$ cat src/rtl/pll_reset_sequencer_if.sv
// ---------------------------------------------------------------------------
// pll_reset_sequencer_if
//
// Groups the PLL-facing and domain-facing signals of the PLL reset
// sequencer so they can be passed around as one bundle.
//
// Signals:
//   pll_locked     PLL lock flag (asynchronous to inclk0)
//   force_restart  single-cycle request to restart the bring-up sequence
//   pll_areset     reset to the PLL, active high
//   rst_c0         active-high reset for the c0 (50 MHz system) domain
//   rst_c1         active-high reset for the c1 (25 MHz VGA) domain
//   ready          both domains released and the PLL is locked
//   fault          lock attempts exhausted; sequence parked
//   retry_count    timed-out lock attempts since rst/force_restart (sat. 3)
//
// Modports:
//   master  the sequencer: consumes lock/restart, drives resets and status
//   slave   the PLL/system side: drives lock/restart, observes the rest
// ---------------------------------------------------------------------------
interface pll_reset_sequencer_if;
   logic       pll_locked;
   logic       force_restart;
   logic       pll_areset;
   logic       rst_c0;
   logic       rst_c1;
   logic       ready;
   logic       fault;
   logic [1:0] retry_count;

   modport master (
      input  pll_locked,
      input  force_restart,
      output pll_areset,
      output rst_c0,
      output rst_c1,
      output ready,
      output fault,
      output retry_count
   );

   modport slave (
      output pll_locked,
      output force_restart,
      input  pll_areset,
      input  rst_c0,
      input  rst_c1,
      input  ready,
      input  fault,
      input  retry_count
   );
endinterface

$ cat src/rtl/pll_reset_sequencer.sv
// ---------------------------------------------------------------------------
// pll_reset_sequencer
//
// Startup and recovery controller for the system PLL (c0 = 50 MHz system,
// c1 = 25 MHz VGA). Pulses the PLL reset, waits for a qualified lock, then
// releases the c0 domain followed by the c1 domain. Loss of lock pulls both
// domains back into reset and restarts the PLL; a lock timeout retries the
// PLL reset, and after MAX_RETRIES timed-out retries a further timeout
// parks the sequencer in a fault state until rst or force_restart.
//
// Ports:
//   inclk0  free-running board clock; the only clock
//   rst     synchronous, active-high reset
//   bus     pll_reset_sequencer_if.master (lock/restart in, resets/status out)
//
// Parameters:
//   RESET_CYCLES         width of the pll_areset pulse
//   LOCK_STABLE_CYCLES   qualified-lock time before the c0 release
//   LOCK_TIMEOUT_CYCLES  cycles spent waiting for lock per attempt
//   DOMAIN_GAP_CYCLES    delay from rst_c0 release to rst_c1 release
//   MAX_RETRIES          timed-out attempts tolerated before fault (0..3)
// ---------------------------------------------------------------------------
module pll_reset_sequencer #(
   parameter int RESET_CYCLES        = 16,
   parameter int LOCK_STABLE_CYCLES  = 1024,
   parameter int LOCK_TIMEOUT_CYCLES = 65536,
   parameter int DOMAIN_GAP_CYCLES   = 8,
   parameter int MAX_RETRIES         = 3
) (
   input logic                   inclk0,
   input logic                   rst,
   pll_reset_sequencer_if.master bus
);

   // One shared counter, wide enough for the longest interval.
   localparam int MAX_AB     = (RESET_CYCLES > LOCK_STABLE_CYCLES) ? RESET_CYCLES : LOCK_STABLE_CYCLES;
   localparam int MAX_CD     = (LOCK_TIMEOUT_CYCLES > DOMAIN_GAP_CYCLES) ? LOCK_TIMEOUT_CYCLES : DOMAIN_GAP_CYCLES;
   localparam int MAX_CYCLES = (MAX_AB > MAX_CD) ? MAX_AB : MAX_CD;
   localparam int CNT_W      = $clog2(MAX_CYCLES) + 1;

   // The counter starts at 0 on state entry, so an interval of N cycles
   // ends on the cycle where it reads N-1.
   localparam logic [CNT_W-1:0] RESET_LAST   = CNT_W'(RESET_CYCLES - 1);
   localparam logic [CNT_W-1:0] STABLE_LAST  = CNT_W'(LOCK_STABLE_CYCLES - 1);
   localparam logic [CNT_W-1:0] TIMEOUT_LAST = CNT_W'(LOCK_TIMEOUT_CYCLES - 1);
   localparam logic [CNT_W-1:0] GAP_LAST     = CNT_W'(DOMAIN_GAP_CYCLES - 1);

   // retry_count is only 2 bits wide, so the limit is clamped to 3.
   localparam logic [1:0] RETRY_LIMIT = 2'((MAX_RETRIES > 3) ? 3 : MAX_RETRIES);

   typedef enum logic [2:0] {
      ST_PLL_RST,
      ST_WAIT_LOCK,
      ST_STABLE,
      ST_REL_C0,
      ST_RUN,
      ST_FAULT
   } state_t;

   typedef struct packed {
      logic pll_areset;
      logic rst_c0;
      logic rst_c1;
      logic ready;
      logic fault;
   } outs_t;

   state_t           state;
   state_t           state_next;
   logic [CNT_W-1:0] cnt;
   logic [CNT_W-1:0] cnt_next;
   logic [1:0]       retry_next;
   outs_t            outs_next;
   logic             sync_meta;
   logic             locked_s;

   // -------------------------------------------------------------------------
   // pll_locked synchroniser. Cleared by rst so a fresh sequence never acts
   // on a lock sample taken before the reset.
   // -------------------------------------------------------------------------
   // NOTE: clocked blocks use non-blocking assignments only, so every flop
   // samples the pre-edge value of its source regardless of statement order.
   always_ff @(posedge inclk0) begin
      if (rst) begin
         sync_meta <= 1'b0;
         locked_s  <= 1'b0;
      end else begin
         sync_meta <= bus.pll_locked;
         locked_s  <= sync_meta;
      end
   end

   // -------------------------------------------------------------------------
   // Next-state, retry and counter logic.
   // Priority: force_restart > loss of lock > counter/timeout transitions
   // (rst is handled in the register process and beats all of them).
   // -------------------------------------------------------------------------
   // NOTE: every signal written here gets a default before any branch, so no
   // path leaves it unassigned and no latch is inferred.
   always_comb begin
      state_next = state;
      retry_next = bus.retry_count;
      cnt_next   = cnt;

      if (bus.force_restart) begin
         state_next = ST_PLL_RST;
         retry_next = 2'd0;
      end else if (!locked_s && (state == ST_REL_C0 || state == ST_RUN)) begin
         // Domains go back into reset together; no partial release.
         state_next = ST_PLL_RST;
      end else begin
         unique case (state)
            ST_PLL_RST: begin
               if (cnt == RESET_LAST) state_next = ST_WAIT_LOCK;
            end
            ST_WAIT_LOCK: begin
               if (locked_s) begin
                  state_next = ST_STABLE;
               end else if (cnt == TIMEOUT_LAST) begin
                  if (bus.retry_count == RETRY_LIMIT) begin
                     state_next = ST_FAULT;
                  end else begin
                     state_next = ST_PLL_RST;
                     if (bus.retry_count != 2'd3) retry_next = bus.retry_count + 2'd1;
                  end
               end
            end
            ST_STABLE: begin
               // Any dropout restarts the wait with a fresh timeout.
               if (!locked_s)                state_next = ST_WAIT_LOCK;
               else if (cnt == STABLE_LAST)  state_next = ST_REL_C0;
            end
            ST_REL_C0: begin
               if (cnt == GAP_LAST) state_next = ST_RUN;
            end
            ST_RUN:   state_next = ST_RUN;
            ST_FAULT: state_next = ST_FAULT;
            default:  state_next = ST_PLL_RST;
         endcase
      end

      // Counter clears on every state entry (force_restart re-enters
      // PLL_RST even from PLL_RST) and idles in the terminal states.
      if (bus.force_restart || state_next != state) begin
         cnt_next = '0;
      end else if (state == ST_RUN || state == ST_FAULT) begin
         cnt_next = cnt;
      end else begin
         cnt_next = cnt + 1'b1;
      end
   end

   // -------------------------------------------------------------------------
   // Output decode from the next state, so the registered outputs line up
   // with the state they describe.
   // -------------------------------------------------------------------------
   always_comb begin
      outs_next = '{pll_areset: 1'b1, rst_c0: 1'b1, rst_c1: 1'b1, ready: 1'b0, fault: 1'b0};
      case (state_next)
         ST_WAIT_LOCK, ST_STABLE: begin
            outs_next.pll_areset = 1'b0;
         end
         ST_REL_C0: begin
            outs_next.pll_areset = 1'b0;
            outs_next.rst_c0     = 1'b0;
         end
         ST_RUN: begin
            outs_next.pll_areset = 1'b0;
            outs_next.rst_c0     = 1'b0;
            outs_next.rst_c1     = 1'b0;
            outs_next.ready      = 1'b1;
         end
         ST_FAULT: begin
            outs_next.fault = 1'b1;
         end
         default: begin
         end
      endcase
   end

   // -------------------------------------------------------------------------
   // State, counter and registered outputs.
   // -------------------------------------------------------------------------
   always_ff @(posedge inclk0) begin
      if (rst) begin
         state           <= ST_PLL_RST;
         cnt             <= '0;
         bus.retry_count <= 2'd0;
         bus.pll_areset  <= 1'b1;
         bus.rst_c0      <= 1'b1;
         bus.rst_c1      <= 1'b1;
         bus.ready       <= 1'b0;
         bus.fault       <= 1'b0;
      end else begin
         state           <= state_next;
         cnt             <= cnt_next;
         bus.retry_count <= retry_next;
         bus.pll_areset  <= outs_next.pll_areset;
         bus.rst_c0      <= outs_next.rst_c0;
         bus.rst_c1      <= outs_next.rst_c1;
         bus.ready       <= outs_next.ready;
         bus.fault       <= outs_next.fault;
      end
   end

endmodule
$ cat src/flat_wrapper.sv
// flat-port wrapper written by rule: the top's interface ports become plain ports
module pll_reset_sequencer_flat 
#(
   parameter int RESET_CYCLES        = 16,
   parameter int LOCK_STABLE_CYCLES  = 1024,
   parameter int LOCK_TIMEOUT_CYCLES = 65536,
   parameter int DOMAIN_GAP_CYCLES   = 8,
   parameter int MAX_RETRIES         = 3
)
  (inclk0, rst, bus_pll_locked, bus_force_restart, bus_pll_areset, bus_rst_c0, bus_rst_c1, bus_ready, bus_fault, bus_retry_count);
  pll_reset_sequencer_if bus_i ();
  input logic inclk0;
  input logic rst;
  input wire logic [$bits(bus_i.pll_locked)-1:0] bus_pll_locked;
  input wire logic [$bits(bus_i.force_restart)-1:0] bus_force_restart;
  output wire logic [$bits(bus_i.pll_areset)-1:0] bus_pll_areset;
  output wire logic [$bits(bus_i.rst_c0)-1:0] bus_rst_c0;
  output wire logic [$bits(bus_i.rst_c1)-1:0] bus_rst_c1;
  output wire logic [$bits(bus_i.ready)-1:0] bus_ready;
  output wire logic [$bits(bus_i.fault)-1:0] bus_fault;
  output wire logic [$bits(bus_i.retry_count)-1:0] bus_retry_count;
  assign bus_i.pll_locked = bus_pll_locked;
  assign bus_i.force_restart = bus_force_restart;
  assign bus_pll_areset = bus_i.pll_areset;
  assign bus_rst_c0 = bus_i.rst_c0;
  assign bus_rst_c1 = bus_i.rst_c1;
  assign bus_ready = bus_i.ready;
  assign bus_fault = bus_i.fault;
  assign bus_retry_count = bus_i.retry_count;
  pll_reset_sequencer #(.RESET_CYCLES(RESET_CYCLES), .LOCK_STABLE_CYCLES(LOCK_STABLE_CYCLES), .LOCK_TIMEOUT_CYCLES(LOCK_TIMEOUT_CYCLES), .DOMAIN_GAP_CYCLES(DOMAIN_GAP_CYCLES), .MAX_RETRIES(MAX_RETRIES)) u_core (.inclk0(inclk0), .rst(rst), .bus(bus_i));
endmodule
$ cat config.mk
export PLATFORM = sky130hd
export DESIGN_NAME = pll_reset_sequencer_flat
export DESIGN_NICKNAME = d
export VERILOG_FILES = /design/src/rtl/pll_reset_sequencer_if.sv /design/src/rtl/pll_reset_sequencer.sv /design/src/flat_wrapper.sv
export SDC_FILE = /design/constraint.sdc
export NUM_CORES = 1
export LEC_CHECK = 0
export CAP_MARGIN = 5
export CORE_MARGIN = 8
export CORE_UTILIZATION = 33
export DETAILED_ROUTE_END_ITERATION = 16
export HOLD_SLACK_MARGIN = 0.08
export PLACE_DENSITY = 0.56
export SYNTH_ARGS = -nofsm -noshare
export SYNTH_HDL_FRONTEND = slang
export SYNTH_SLANG_ARGS = --single-unit
$ cat constraint.sdc
create_clock -name inclk0 -period 6.1 [get_ports inclk0]
set_input_delay 0.61 -clock inclk0 [delete_from_list [all_inputs] [get_ports inclk0]]
set_output_delay 0.61 -clock inclk0 [all_outputs]
set_load 0.01 [all_outputs]
==> impl_metrics.tcl, run 1 <==
set metrics [dict create \
    clk_pin_slew_ps 60 \
    clock_skew_ps 6.988 \
    cts_htree_levels 2 \
    async_flop_share_pct 0 \
    finalHoldViolCount 0 \
    ant_nets 0 \
    finalCriticalPeriod_ps 3070 \
    synth_edf_count 0 \
    rsz0062_at_grt "false" \
    min_from "u_core.sync_meta" \
    worst-path-max-fanout 17 \
    ys_ff_latch 29 \
    synth_top_area_share_pct 37.91 \
    synth_ff_type "dfxtp_1" \
    antenna_found_initial 0 \
    die-area_um2 7077 \
    status "finished clean" \
    die_h_um 84.13 \
    num_rows 24 \
    maxSlewViolCount 0 \
    start_util_pct 34.69 \
    fin_ws_ps 3030 \
    synth.most_common_cell "dfxtp_1" \
    syn-cell-area_um2 1531 \
    viasPerCell 5.466 \
    min_path_type "register to register" \
    routabilityCongestion 0.8400 \
    clockBufferDepth 2 \
    die_w_um 84.13 \
    drive_gt1_share_pct 11.70 \
    p_per_area_nw_per_um2 204.2 \
    grt_first_pass_wirelength_um 5630 \
    grt_usage_pct 9.603 \
    first_pass_iters 4 \
    end_kind "register" \
    cts_tree "done" \
    numClockSinks 29 \
    holdWs_ps 436.7 \
    synthCells 161 \
    hold_buffers 0 \
    synth_commonest_cells "29 x dfxtp_1, 19 x nor3_1, 13 x xor2_1" \
    vias 1219 \
    timing.rr.end "u_core.cnt[16]" \
    slew_headroom_pct 48.21 \
    insertedDiodeCount 0 \
    avgSynthCellArea_um2 9.512 \
    fin_crit_sh_pct 50.33 \
    synth_cell_type_count 55 \
    yosysWarnings 0 \
    holdPathEnd "u_core.locked_s" \
    r2r-start "u_core.cnt[3]" \
    dpl_worst_slack_ps 3043 \
    numCtsBuffers 5 \
    synth_nets 168 \
    dp_hpwl_um 2331 \
    insertion_delay_ps 280 \
    total_power_w 0.0003492 \
    routedWlPerCell_um 14.43 \
    overflow 0 \
    drv_cap 0 \
    hold_depth 1 \
    io_pins 11 \
    post_cts_buffers 0 \
    drt_iter0_markers 88 \
    grt_max_degree 18 \
    ys_seq_area_share_pct 37.91 \
    grt_pass1_vias 1189 \
    max_freq_mhz 325.7 \
    timing.setup.tns_ps 0 \
    coreArea_um2 4414 \
    peakVddDrop_mv 0.1303 \
    tightest_slew_ps 774.6 \
    drc 0 \
    reg2reg_depth 9 \
    synth.area.top_cells "dfxtp_1 38%, xor2_1 7.4%, nor3_1 6.2%" \
    finalNetCount 177 \
    io_buffer_count 10 \
    cts_root_buf "clkbuf_8" \
    cts_resized 0 \
    routed_wl_um 3219 \
    yosysTopAreaCell "dfxtp_1" \
    setup_viol 0 \
    p_leak_nw 0.6106 \
    crit_required_ps 6250 \
    crit_arrival_ps 3220 \
    regToRegSetupSlack_ps 3030 \
    startpoint_type "register" \
    critPathKind "register to register" \
    area_delta_synth_final_pct 11.68 \
]
[kinds of logic (layout without fill, tap and decap cells)]
| family | count (synthesis) | after routing | synth area share, % |
|---|---|---|---|
| AO/OA/AOI/OAI | 18 | 18 | 10.38 |
| XOR/XNOR | 16 | 16 | 9.151 |
| adder cells (fa/ha/maj) | 3 | 3 | 2.451 |
| buffers and inverters | 11 | 21 | 5.065 |
| flip-flops | 29 | 29 | 37.91 |
| multiplexers | 4 | 4 | 2.614 |
| AND/OR/NAND/NOR | 80 | 80 | 32.44 |
[stage by stage]
stage | cell area (um^2) | utilization, % | std cells
after floorplan | 1531 | - | 161
after global placement | 1630 | 36.93 | 215
after detailed placement | 1630 | 36.93 | 215
after CTS | 1710 | 38.75 | 223
after global routing | 1710 | 38.75 | 223
final | 1710 | 38.75 | 223
[cell usage in the layout, fill, tap and decap left out, types with 2 or more instances in the layout]
cell type and n:
dfxtp_1 29, nor3_1 19, xor2_1 13, clkdlybuf4s50_1 10, nand3_1 9, nor2_1 7, and4_1 5, nand2_1 5
clkbuf_8 5, nor2b_1 4, mux2i_1 4, and3_1 3, nand2b_1 3, or4_4 3, nand4_1 3, xnor2_1 3
ha_1 3, clkbuf_1 3, inv_1 2, and2_1 2, or4_1 2, or3b_2 2
[sequential cells by signal (all words and copies together), names as in the netlist]
name,flops
u_core.sync_meta,1
u_core.state,3
u_core.bus.retry_count,2
u_core.bus.fault,1
u_core.bus.ready,1
u_core.bus.rst_c1,1
u_core.cnt,17
u_core.locked_s,1
u_core.bus.rst_c0,1
u_core.bus.pll_areset,1
[worst max-delay path by stage]
stage               slack [ps]          start             end  depth (start not counted)
finish                    3030  u_core.cnt[3]  u_core.cnt[16]                          9
global route              2800  u_core.cnt[3]  u_core.cnt[16]                          9
CTS                       3000  u_core.cnt[3]  u_core.cnt[16]                          9
detailed placement        3040  u_core.cnt[3]  u_core.cnt[16]                          9
global placement          3280  u_core.cnt[3]  u_core.cnt[16]                          9
floorplan                 3630  u_core.cnt[3]  u_core.cnt[16]                         10
[metal layers]
metal | GRT usage, % | share of wire [%]
met4 | 2.826 | 1.1
met3 | 4.102 | 4.5
met2 | 14.62 | 45
met1 | 11.93 | 49
met5 | 0 | 0
[worst max-delay path: stages (launching register included)]
cell and delay (ps):
dfxtp_1 420, and4_1 260, and3_1 350, and4_1 240
ha_1 160, nor2b_1 190, o31ai_1 130, a221oi_2 450
a21oi_2 290, a2111oi_0 440
[power by group]
group | switching, W | internal (W) | leakage, nW
registers | 0.00000126 | 0.000191 | 0.234
logic | 0.00000522 | 0.00000484 | 0.337
clock network | 0.0000664 | 0.0000807 | 0.0395
total | 0.0000729 | 0.000276 | 0.611
[area by class of cell]
class | instances | area [um^2]
Tap cell | 52 | 65.06
Inverter | 3 | 11.26
Timing Repair Buffer | 10 | 100.1
Clock buffer | 8 | 80.08
Multi-Input combinational cell | 121 | 873.3
Sequential cell | 29 | 580.6
Fill cell | 430 | 2704
(Power assumes the default switching activity.)
==> run 2, diff against run 1 <==
- PLACE_DENSITY: 0.56 -> 0.58
- clock period: 6.1 -> 2.8 ns (I/O delays scaled with it)
==> impl_metrics.tcl, run 2 (synthesis gave the netlist of run 1 again) <==
set metrics [dict create \
    ant_nets 0 \
    p_per_area_nw_per_um2 500.5 \
    use_met2_pct 16.02 \
    reg2reg_depth 9 \
    viasPerCell 5.566 \
    coreArea_um2 4414 \
    die_h_um 84.13 \
    placed_cells 219 \
    clockBufferDepth 2 \
    drc 0 \
    setup_viol 0 \
    routed_wl_um 3428 \
    layoutNonFillerInstCount 228 \
    fill_cells 443 \
    grt_first_pass_wirelength_um 5844 \
    fin_area_um2 1784 \
    use_met1_pct 11.74 \
    finalNetCount 182 \
    final_cell_mix "29 x dfxtp_1, 19 x nor3_1, 13 x xor2_1, 10 x clkdlybuf4s50_1, 9 x nand3_1" \
    status "finished clean" \
    largest_reg_flops 17 \
    numClockSinks 29 \
    max_freq_mhz 382.3 \
    crit_top_cell "and4_1" \
    io_buffer_count 10 \
    first_pass_iters 4 \
    start_util_pct 34.69 \
    area_delta_synth_final_pct 16.50 \
    vias 1269 \
    timing.setup.tns_ps 0 \
    clock_skew_ps 6.379 \
    p_leak_nw 0.6542 \
    cts_htree_levels 2 \
    die_w_um 84.13 \
    crit_chain "and4_1 -> and3_1 -> and4_1 -> ha_1 -> nor2b_1 -> o31ai_1 -> a221oi_2 -> a21oi_2 -> a2111oi_0" \
    critPathSlowestCell "dfxtp_1" \
    routedWlPerCell_um 15.04 \
    final_common_cell "dfxtp_1" \
    insertedDiodeCount 0 \
    cts_tree "done" \
    hold_buffers 0 \
    dp_hpwl_um 2460 \
    startpoint_type "register" \
    clk_pin_slew_ps 70 \
    cts_resized 0 \
    critPathMaxStageDelay_ps 460 \
    peakVddDrop_mv 0.2969 \
    drive_gt1_share_pct 15.34 \
    cts_root_buf "clkbuf_8" \
    use_met3_pct 3.418 \
    routabilityCongestion 0.7989 \
    crit_required_ps 2970 \
    antenna_found_initial 0 \
    slew_headroom_pct 65.21 \
    min_path_type "register to register" \
    fin_crit_sh_pct 93.43 \
    crit_arrival_ps 2790 \
    finalHoldViolCount 0 \
    overflow 0 \
    busiest_layer "met2" \
    worst-path-max-fanout 9 \
    hold_depth 1 \
    die-area_um2 7077 \
    grt_usage_pct 10.08 \
    tightest_slew_ps 521.2 \
    drv_cap 0 \
    placed_area_um2 1660 \
    finalCriticalPeriod_ps 2616 \
    num_rows 24 \
    end_kind "register" \
    drt_iter0_markers 93 \
    io_pins 11 \
    regMostFlops "u_core.cnt" \
    biggestRegsByFlops "u_core.cnt (17), u_core.state (3), u_core.bus.retry_count (2)" \
    numCtsBuffers 5 \
    insertion_delay_ps 290 \
    grt_max_degree 17 \
    grt_pass1_vias 1273 \
    maxSlewViolCount 0 \
    critPathKind "register to register" \
]
## run 2: final cells by class
class / count / area (um^2) / share of cell area [%]
Inverter: 3 / 11.26 / 0.6311
Clock inverter: 1 / 30.03 / 1.683
Multi-Input combinational cell: 121 / 873.3 / 48.95
Clock buffer: 7 / 86.33 / 4.839
Sequential cell: 29 / 580.6 / 32.54
Tap cell: 52 / 65.06 / 3.647
Timing Repair Buffer: 15 / 137.6 / 7.714
## run 2: critical path, delay by kind of cell, from the launching register on
kind            cells  cell delay [ps]
flops               1              460
compound gates      4             1030
simple gates        4              860
fa+ha+maj           1              160
## run 2: worst paths after layout
path | startpoint | endpoint | slack (ps)
setup / recovery | u_core.cnt[3] | u_core.cnt[16] | 180
hold / removal | u_core.sync_meta | u_core.locked_s | 450
setup reg to reg | u_core.cnt[3] | u_core.cnt[16] | 180
hold reg to reg | u_core.sync_meta | u_core.locked_s | 450
## run 2: per-layer routing
metal  up-vias  share of wire, %
met5         -                 0
li1        623                 -
met1       597                46
met3        11               6.1
met2        38                46
met4         0               2.3
## run 2: power breakdown
group | total, W | internal [W] | switching (W)
combinational | 0.0000230 | 0.0000114 | 0.0000116
clock | 0.000452 | 0.000290 | 0.000162
sequential | 0.000418 | 0.000415 | 0.00000269
## run 2: repair_timing
item	4_1_cts	5_1_grt
buffers inserted	0	1
setup endpoints to repair	0	10
endpoints found under the hold margin	0	0
## run 2: stage by stage
stage / utilization [%] / worst slack [ps] / hold WS (ps) / total power, W
finish: 40.42 / 183.9 / 449.3 / 0.0008931
global route: 40.42 / -12.97 / 477.6 / 0.0009214
CTS: 40.25 / 83.94 / 456.7 / 0.0009036
detailed placement: 37.61 / 96.17 / 436.7 / 0.0004503
global placement: 37.61 / 142.5 / 443.0 / 0.0004492
floorplan: - / 333.6 / 351.6 / 0.0004414
